`src/rtl/fetch_unit.sv`:
```
// fetch_unit -- instruction fetch sequencer placed after the program counter.
//
// A fetch command in IDLE captures PC into MAR and raises a memory read
// request.  When memory answers, the returned word is loaded into IR and a
// one-cycle ldPC strobe (selPC = PC+1) is sent back to the PC stage.
//
// Optional feature macro: FETCH_TIMEOUT_EN
//   defined   : a fetch left waiting TIMEOUT_CYCLES REQ cycles is abandoned
//               and fetch_err pulses for one cycle.
//   undefined : REQ waits indefinitely, fetch_err is tied low.
//
// Ports:
//   clk          in   system clock, rising edge
//   reset        in   asynchronous active-low reset
//   start_fetch  in   fetch command, sampled only in IDLE
//   PC           in   current program counter
//   mem_rdy      in   read data valid, sampled only in REQ
//   mem_rdata    in   read data
//   mem_req      out  memory read request
//   mem_addr     out  read address (MAR)
//   IR           out  instruction register
//   ldPC         out  PC load strobe
//   selPC        out  PC mux select, always PC+1 (2'b00)
//   busy         out  high outside IDLE
//   fetch_done   out  one-cycle pulse when IR holds the new instruction
//   fetch_err    out  one-cycle timeout pulse

module fetch_unit #(
    parameter int DATA_W         = 16,
    parameter int TIMEOUT_CYCLES = 255
) (
    input  logic              clk,
    input  logic              reset,
    input  logic              start_fetch,
    input  logic [DATA_W-1:0] PC,
    input  logic              mem_rdy,
    input  logic [DATA_W-1:0] mem_rdata,
    output logic              mem_req,
    output logic [DATA_W-1:0] mem_addr,
    output logic [DATA_W-1:0] IR,
    output logic              ldPC,
    output logic [1:0]        selPC,
    output logic              busy,
    output logic              fetch_done,
    output logic              fetch_err
);

    typedef enum logic [1:0] {
        S_IDLE = 2'b00,
        S_REQ  = 2'b01,
        S_INCR = 2'b10
    } state_t;

    state_t            r_state;
    logic [DATA_W-1:0] r_mar;
    logic [DATA_W-1:0] r_ir;
    logic              r_mem_req;
    logic              r_busy;
    logic              r_ldpc;
    logic              r_done;
    logic              w_accept;

`ifdef FETCH_TIMEOUT_EN
    localparam logic [15:0] TO_LAST = 16'(TIMEOUT_CYCLES - 1);

    logic [15:0] r_cnt;
    logic        r_err;

    // The IDLE cycle that carries fetch_err must not start a new fetch.
    assign w_accept  = start_fetch && !r_err;
    assign fetch_err = r_err;
`else
    logic w_unused_timeout;

    assign w_unused_timeout = (TIMEOUT_CYCLES != 0);
    assign w_accept         = start_fetch;
    assign fetch_err        = 1'b0;
`endif

    // All outputs come straight from registers updated with the state.
    always_ff @(posedge clk or negedge reset) begin
        if (!reset) begin
            r_state   <= S_IDLE;
            r_mar     <= '0;
            r_ir      <= '0;
            r_mem_req <= 1'b0;
            r_busy    <= 1'b0;
            r_ldpc    <= 1'b0;
            r_done    <= 1'b0;
`ifdef FETCH_TIMEOUT_EN
            r_cnt     <= '0;
            r_err     <= 1'b0;
`endif
        end else begin
            // Strobes are single-cycle unless re-armed below.
            r_ldpc <= 1'b0;
            r_done <= 1'b0;
`ifdef FETCH_TIMEOUT_EN
            r_err  <= 1'b0;
`endif
            case (r_state)
                S_IDLE: begin
                    if (w_accept) begin
                        r_mar     <= PC;
                        r_state   <= S_REQ;
                        r_mem_req <= 1'b1;
                        r_busy    <= 1'b1;
`ifdef FETCH_TIMEOUT_EN
                        r_cnt     <= '0;
`endif
                    end
                end
                S_REQ: begin
                    // A response on the timeout edge still wins.
                    if (mem_rdy) begin
                        r_ir      <= mem_rdata;
                        r_state   <= S_INCR;
                        r_mem_req <= 1'b0;
                        r_ldpc    <= 1'b1;
                        r_done    <= 1'b1;
                    end
`ifdef FETCH_TIMEOUT_EN
                    else if (r_cnt == TO_LAST) begin
                        r_state   <= S_IDLE;
                        r_mem_req <= 1'b0;
                        r_busy    <= 1'b0;
                        r_err     <= 1'b1;
                    end else begin
                        r_cnt <= r_cnt + 16'd1;
                    end
`endif
                end
                S_INCR: begin
                    r_state <= S_IDLE;
                    r_busy  <= 1'b0;
                end
                default: begin
                    r_state   <= S_IDLE;
                    r_mem_req <= 1'b0;
                    r_busy    <= 1'b0;
                end
            endcase
        end
    end

    assign mem_req    = r_mem_req;
    assign mem_addr   = r_mar;
    assign IR         = r_ir;
    assign ldPC       = r_ldpc;
    assign selPC      = 2'b00;
    assign busy       = r_busy;
    assign fetch_done = r_done;

endmodule

```
`config.mk`:
```
export PLATFORM = sky130hd
export DESIGN_NAME = fetch_unit
export DESIGN_NICKNAME = d
export VERILOG_FILES = /design/src/rtl/fetch_unit.sv
export SDC_FILE = /design/constraint.sdc
export NUM_CORES = 1
export LEC_CHECK = 0
export CAP_MARGIN = 0
export CORE_MARGIN = 2
export CORE_UTILIZATION = 35
export DETAILED_ROUTE_END_ITERATION = 8
export PLACE_DENSITY = 0.76
export SYNTH_ARGS = -nofsm -noshare
export SYNTH_HDL_FRONTEND = slang
export SYNTH_SLANG_ARGS = --single-unit
```
`constraint.sdc`:
```
create_clock -name clk -period 1.6 [get_ports clk]
set_input_delay 0.32 -clock clk [delete_from_list [all_inputs] [get_ports clk]]
set_output_delay 0.32 -clock clk [all_outputs]
set_load 0.02 [all_outputs]
```
# Word-level counts from Yosys, hierarchy flattened
# Cells that the tools add are included.
# word_totals
register_bits	37
input_bits	36
out_inout_bits	39
wordCells	27
# op_classes
eq_ne	4
muxes	9
bitwise	2
reduce_logical	6
# ops
cell	n
2-bit AND reduction	4
1-bit 2-to-1 mux	4
2-bit 2-to-1 mux	2
2-bit != test, second input constant	2
2-bit case mux with 2 select lines	1
1-bit case mux with 3 select lines	1
3-bit AND reduction	1
2-bit by 1-bit equality test with 1-bit output, second input constant	1
2-bit equality test, second input constant	1
2-bit logical NOT	1
1-bit inverter	2
1-bit case mux with 2 select lines	1

# Depth between registers and ports, before layout
# Gate-level depths: netlist (run 1).
# depth
depth_word	3
depth_mapped	5
mapped_depth_nobuf	3

# Worst setup path before layout (run 1)
# OpenSTA, ideal clock, no wires.
# synth_path
path_type	flip-flop to flip-flop
from	register r_state[0]
to	register r_mar[10], in the netlist mem_addr[10]
setup_ps	125
t_arrival_ps	1251
path_slack_ps	224
stages_incl_launch_ff	6
n_path_buf	2
path_cell_list	dfrtp_1 -> nor2b_2 -> nor2b_4 -> buf_6 -> buf_12 -> mux2_4
# synth_via
elab_chain_len	2
# synth_rtl
item	line	rtl
start, declared	54	state_t r_state;
start signal, assigned	83	r_state <= S_IDLE;
start signal, assigned	105	r_state <= S_REQ;
start signal, assigned	117	r_state <= S_INCR;
2-bit logical NOT	101	case (r_state)
2-bit AND reduction (no line)	n/a	
end signal, assigned	84	r_mar <= '0;
end signal, assigned	104	r_mar <= PC;
end, declared	55	logic [DATA_W-1:0] r_mar;
# Every way passes these cells.
# A chain may end at the register's enable or synchronous reset.

# Worst setup path in the final report (run 1)
# layout_path
from	register r_mar[6], in the netlist mem_addr[6]
to	output port mem_addr[6]
# layout_rtl
item	line	rtl
end, declared	39	output logic [DATA_W-1:0] mem_addr,
# No word-level cell between the ends.

==> metrics.md, run 1 <==
| Metric | Value |
|---|---|
| Fmax | `0.6388 GHz` |
| P&R area growth vs syn | `64.83%` |
| Worst path cell trace | `clkdlybuf4s50_1` |
| WL final | `3439 um` |
| Iteration-0 DRC Markers | `35` |
| Vias per inst | `4.523` |
| Minimum clock period | `1.565 ns` |
| Static leakage | `0.001266 uW` |
| Critical path's largest stage delay | `0.61 ns` |
| Final setup fails | `0` |
| Kind of critical path | `reg2out` |
| Power Density | `1796 mW/mm^2` |
| Worst Skew | `0.003109 ns` |
| Placer Congestion | `0.6703` |
| Ant. Diodes | `0` |
| Avg WL per Cell | `15.63 um` |
| Crit path max-delay family | `buffers and inverters` |
| DR vias | `995` |
| Placeable Area | `0.004029 sq mm` |
| Worst path slowest cell | `clkdlybuf4s50_1` |
| Largest net degree at the start of global routing | `26` |
| DR pass1 iterations | `4` |
| DRC | `0` |
| Worst Path Buf+Inv | `1` |
| Worst Setup End Kind | `output pin` |
| Critical Path RT | `1.28 ns` |
| Tcrit/Tclk final | `97.84%` |
| Setup total negative slack | `0 ns` |
| Critical Path AT | `1.25 ns` |
| TritonCTS buffer count | `5` |
| Post-DP HPWL | `2486 um` |
| Worst skew pair latency | `0.29 ns` |
| Initial antenna violation count | `0` |
| Layout Nets | `205` |
| First-pass GRT wire length | `5002 um` |
| Worst hold path type | `in2async` |
| VDD IR max | `0.7809 mV` |
| IO Count | `75` |
| Die area | `0.004754 sq mm` |
| H-tree levels | `2` |
| Register area share after synthesis | `62.71%` |
| Yosys warns | `0` |
| Max-slew violation count | `0` |
| Setup bufs post-CTS | `0` |
| CTS sink cnt | `37` |
| CP Max Fanout | `2` |
| CTS tree | `done` |
| Clk root buf | `clkbuf_8` |
| GRT Total Usage | `15.16%` |
| Max_cap viols | `0` |
| Vias in the first global route | `1049` |
| Synth Cell Area | `0.001476 sq mm` |
| Synth Area per Inst | `16.40 sq um` |
| Starting Density | `36.65%` |
| Total Power | `4372 uW` |
| Antenna-violating nets left | `0` |
| CP Launch Type | `flip-flop` |
| Final std cell area, no fill | `0.002434 sq mm` |
| Run status | `complete, no violations` |
| Die W | `68.95 um` |
| I/O Buffers | `71` |
| #FFs+latches synth | `37` |
| Die Y | `68.95 um` |
| Final Util | `60.40%` |
| Post-synth cell types | `16` |
| Clock Tree Buf Depth | `2` |
| Placed Area | `0.002242 sq mm` |
| Post-Synthesis Cells | `90` |
| Grt ovf | `0` |
| Worst-path clk slew | `0.07 ns` |
| Final hold vios | `0` |
| Row count | `23` |
| Share of cells above drive strength 1 | `28.24%` |
[worst reg2reg max path: cells and delay by family (launching register included)]
family / cells / cell delay [ns]
buf+inv: 1 / 0.17
flops: 1 / 0.42
mux: 1 / 0.35
simple gates: 2 / 0.31
[power breakdown]
part           switching, uW  leakage (uW)  internal [uW]
registers                213      0.000434           1340
clock network            330     0.0000574            506
logic                    903      0.000774           1080
[sequential cells by signal, indices dropped and copies added, names as in the netlist]
register	count
mem_addr	16
r_state	2
mem_req	1
IR	16
fetch_done	1
busy	1
[cells in the mapped netlist]
master	number	area [sq um]
a21oi_1	2	10.01
buf_12	1	20.02
buf_4	4	30.03
buf_6	2	22.52
conb_1	1	3.750
dfrtp_1	37	925.9
inv_1	2	7.510
mux2_1	1	11.26
mux2_2	21	236.5
mux2_4	10	150.1
nand2_1	1	3.750
nor2_1	4	15.01
nor2_4	1	11.26
nor2b_2	1	8.760
nor2b_4	1	13.76
o22ai_1	1	6.260
[metal layers]
layer	part of all wire, %	vias up	track usage, %
met5	0	-	0
met4	1.9	0	7.353
met3	10	6	6.169
met2	50	51	25.96
met1	38	484	16.15
li1	-	454	-
[cell families after synthesis]
family	Yosys count	synth area share, %
buffers and inverters	9	5.424
muxes	32	26.95
and+or+nand+nor	8	3.559
other	1	0.2540
DFF	37	62.71
AOI/OAI and AO/OA	3	1.102
[cell usage in the layout (no fill, tap or decap)]
cell type / Yosys / final
buf_12: 1 / 2
conb_1: 1 / 3
nor2_1: 4 / 4
inv_1: 2 / 2
clkdlybuf4s50_1: 0 / 41
buf_2: 0 / 1
dlymetal6s2s_1: 0 / 26
nor2_4: 1 / 1
mux2_1: 1 / 1
clkbuf_8: 0 / 6
dfrtp_1: 37 / 37
bufinv_16: 0 / 1
dlygate4sd2_1: 0 / 3
mux2_2: 21 / 21
a21oi_1: 2 / 2
buf_4: 4 / 3
nor2b_2: 1 / 1
nand2_1: 1 / 1
mux2_4: 10 / 10
dlygate4sd3_1: 0 / 1
o22ai_1: 1 / 1
clkinvlp_4: 0 / 1
nor2b_4: 1 / 1
[stage by stage]
stage / instances / hold slack, ns / worst slack (ns)
floorplan: 92 / 0.02441 / 0.2237
global placement: 211 / 0.2095 / -0.1022
detailed placement: 211 / 0.2206 / -0.1393
CTS: 220 / 0.4560 / 0.007357
global route: 220 / 0.4656 / -0.002476
finish: 220 / 0.4555 / 0.03457
[path summary, 6_finish.rpt]
path	start	endpoint	slack [ns]	cells after the start
max	mem_addr[6]	mem_addr[6]	0.03	1
min	reset	mem_addr[3]	0.46	2
max reg2reg	r_state[0]	mem_addr[1]	0.23	4
min reg2reg	IR[3]	IR[3]	0.48	1
max in group asynchronous	reset	IR[9]	0.52	3
min in group clk	IR[3]	IR[3]	0.48	1
[area by class of cell]
cell class                 count  area (sq um)
fill                         321          1595
sequential                    37         925.9
timing repair buffer          77         839.6
multi-input combinational     46         478.0
clock buffer                   6         82.58
tap                           50         62.56
clock inverter                 2         37.54
inverter                       2         7.507
[timing repair]
action / 4_1_cts / 5_1_grt
setup endpoints to repair: 3 / 26
hold buffers: 1 / 0
gates resized for setup: 3 / 26
endpoints found under the hold margin: 12 / 0
Note: power is estimated with default switching activity, not from simulation.
==> run 2: changes to the inputs <==
--- a/config.mk
+++ b/config.mk
@@ -13,3 +13,4 @@
 export SYNTH_ARGS = -nofsm -noshare
 export SYNTH_HDL_FRONTEND = slang
 export SYNTH_SLANG_ARGS = --single-unit
+export TNS_END_PERCENT = 50
==> results of run 2 <==
No change in the layout: final DEF, timing and power equal those of run 1.
==> run 3: changes to the inputs <==
--- a/config.mk
+++ b/config.mk
@@ -13,4 +13,4 @@
 export SYNTH_ARGS = -nofsm -noshare
 export SYNTH_HDL_FRONTEND = slang
 export SYNTH_SLANG_ARGS = --single-unit
-export TNS_END_PERCENT = 50
+export TNS_END_PERCENT = 20
==> constraint.sdc (replaced) <==
create_clock -name clk -period 1.8 [get_ports clk]
set_input_delay 0.36 -clock clk [delete_from_list [all_inputs] [get_ports clk]]
set_output_delay 0.36 -clock clk [all_outputs]
set_load 0.02 [all_outputs]
==> run 3 against run 2 <==
Clock-buffer cell count is the same. Clock power shrank 35%. Flip-flop and latch count is the same. Via count shrank 0.70%. Non-clock buffer count shrank 2. Largest cell class unchanged. Highest routed layer unchanged.
==> metrics.md, run 3 (synthesis gave the netlist of run 1 again) <==
| Metric | Value |
|---|---|
| Run status | `complete, no violations` |
| Highest routed layer | `met4` |
| CP Launch Type | `flip-flop` |
| Worst skew pair latency | `0.28 ns` |
| Clock Tree Buf Depth | `2` |
| Layout Nets | `203` |
| VDD IR max | `0.6404 mV` |
| Most common cell after layout, fill and taps aside | `clkdlybuf4s50_1` |
| P&R area growth vs syn | `56.95%` |
| Die Y | `68.95 um` |
| Worst Skew | `0.003022 ns` |
| Grt ovf | `0` |
| Kind of critical path | `reg2out` |
| Largest net degree at the start of global routing | `38` |
| Inst Count DP | `210` |
| IO Count | `75` |
| Iteration-0 DRC Markers | `52` |
| Commonest non-fill, non-tap cells in the layout | `clkdlybuf4s50_1, dfrtp_1, mux2_2, mux2_4, clkbuf_8` |
| CTS tree | `done` |
| Placeable Area | `0.004029 sq mm` |
| Placer Congestion | `0.6512` |
| DR pass1 iterations | `3` |
| Final setup fails | `0` |
| Die W | `68.95 um` |
| Worst-path clk slew | `0.07 ns` |
| Vias in the first global route | `1010` |
| I/O Buffers | `71` |
| Fmax | `0.6116 GHz` |
| Worst flop-to-flop path startpoint | `r_state[0]` |
| Max-slew violation count | `0` |
| Row count | `23` |
| Worst reg2reg setup slack | `0.43 ns` |
| Critical Path AT | `1.28 ns` |
| Starting Density | `36.65%` |
| Tcrit/Tclk final | `90.84%` |
| Static leakage | `0.0009909 uW` |
| Setup total negative slack | `0 ns` |
| CP startpoint | `mem_req` |
| Critical path's largest stage delay | `0.62 ns` |
| Unrepaired setup endpoints after global routing | `no` |
| First-pass GRT wire length | `5023 um` |
| Final Util | `57.52%` |
| TritonCTS buffer count | `5` |
| Fill cell count | `334` |
| H-tree levels | `2` |
| Reg2reg end | `mem_addr[2]` |
| Post-CTS sizing | `0` |
| Initial antenna violation count | `0` |
| GRT Total Usage | `15.03%` |
| Antenna-violating nets left | `0` |
| WL met3 | `390 um` |
| Clk root buf | `clkbuf_8` |
| Power Density | `1625 mW/mm^2` |
| Critical Path RT | `1.44 ns` |
| WL final | `3320 um` |
| Max_cap viols | `0` |
| Share of cells above drive strength 1 | `27.38%` |
| DRC | `0` |
| Worst path slowest cell | `clkdlybuf4s50_1` |
| Die area | `0.004754 sq mm` |
| CTS Hold Bufs | `0` |
| Post-DP HPWL | `2455 um` |
| Avg WL per Cell | `15.23 um` |
| Worst Path Buf+Inv | `1` |
| Metal-1 WL | `1221 um` |
| Total Power | `3765 uW` |
| Setup bufs post-CTS | `0` |
| DR vias | `988` |
| FF-to-FF path depth | `4` |
| Post-Layout Cell Count | `218` |
| Final hold vios | `0` |
| CTS sink cnt | `37` |
| Worst hold path type | `in2async` |
| Worst path cell trace | `clkdlybuf4s50_1` |
| Ant. Diodes | `0` |
| Crit path max-delay family | `buffers and inverters` |
| Minimum clock period | `1.635 ns` |
| CP Max Fanout | `3` |
| Met2 WL | `1646 um` |
| Vias per inst | `4.532` |
| Worst Setup End Kind | `output pin` |
-- run 3: changes by cell type in the layout (fill, tap and decap cells not counted), sizes merged --
cell / delta
dlygate4sd3: -1
buf: -1
dlymetal6s2s: -26
bufinv: -1
clkinvlp: -1
dlygate4sd2: -3
clkinv: +2
clkdlybuf4s50: +29
-- run 3: how the worst max path moves through the flow --
stage	end	slack, ns	cells past startpoint
after floorplan	mem_addr[10]	0.42	5
after global routing	IR[7]	0.12	1
after detailed placement	mem_addr[2]	0.02	5
after global placement	mem_addr[1]	0.06	5
after CTS	mem_req	0.15	1
final	mem_req	0.16	1
-- run 3: where the power goes --
group          leakage [uW]  internal, uW  switching, uW
Clock             0.0000450           268            279
Sequential         0.000434          1190            196
Combinational      0.000512          1030            806
-- run 3: stage by stage --
step           hold slack [ns]  worst slack [ns]  area [sq um]
3_3_place_gp            0.4158           0.06030          2235
5_1_grt                 0.1532            0.1204          2317
6_report                0.1139            0.1649          2317
2_1_floorplan          0.06441            0.4237          1484
4_1_cts                 0.1291            0.1464          2317
3_5_place_dp            0.4392           0.01592          2235
-- run 3: final cells by class --
| class | instances | area, sq um | share of cell area, % |
|---|---|---|---|
| clock buffers | 6 | 72.57 | 3.132 |
| well taps | 50 | 62.56 | 2.700 |
| repair buffers | 75 | 760.7 | 32.83 |
| multi-input cells | 46 | 478.0 | 20.63 |
| inverters | 2 | 7.507 | 0.3240 |
| flip-flops and latches | 37 | 925.9 | 39.96 |
| clock inverters | 2 | 10.01 | 0.4320 |
-- run 3: metal layers --
layer	GRT usage (%)	vias up
met5	0	-
met2	25.84	52
met3	5.032	7
li1	-	452
met4	7.353	0
met1	16.60	477
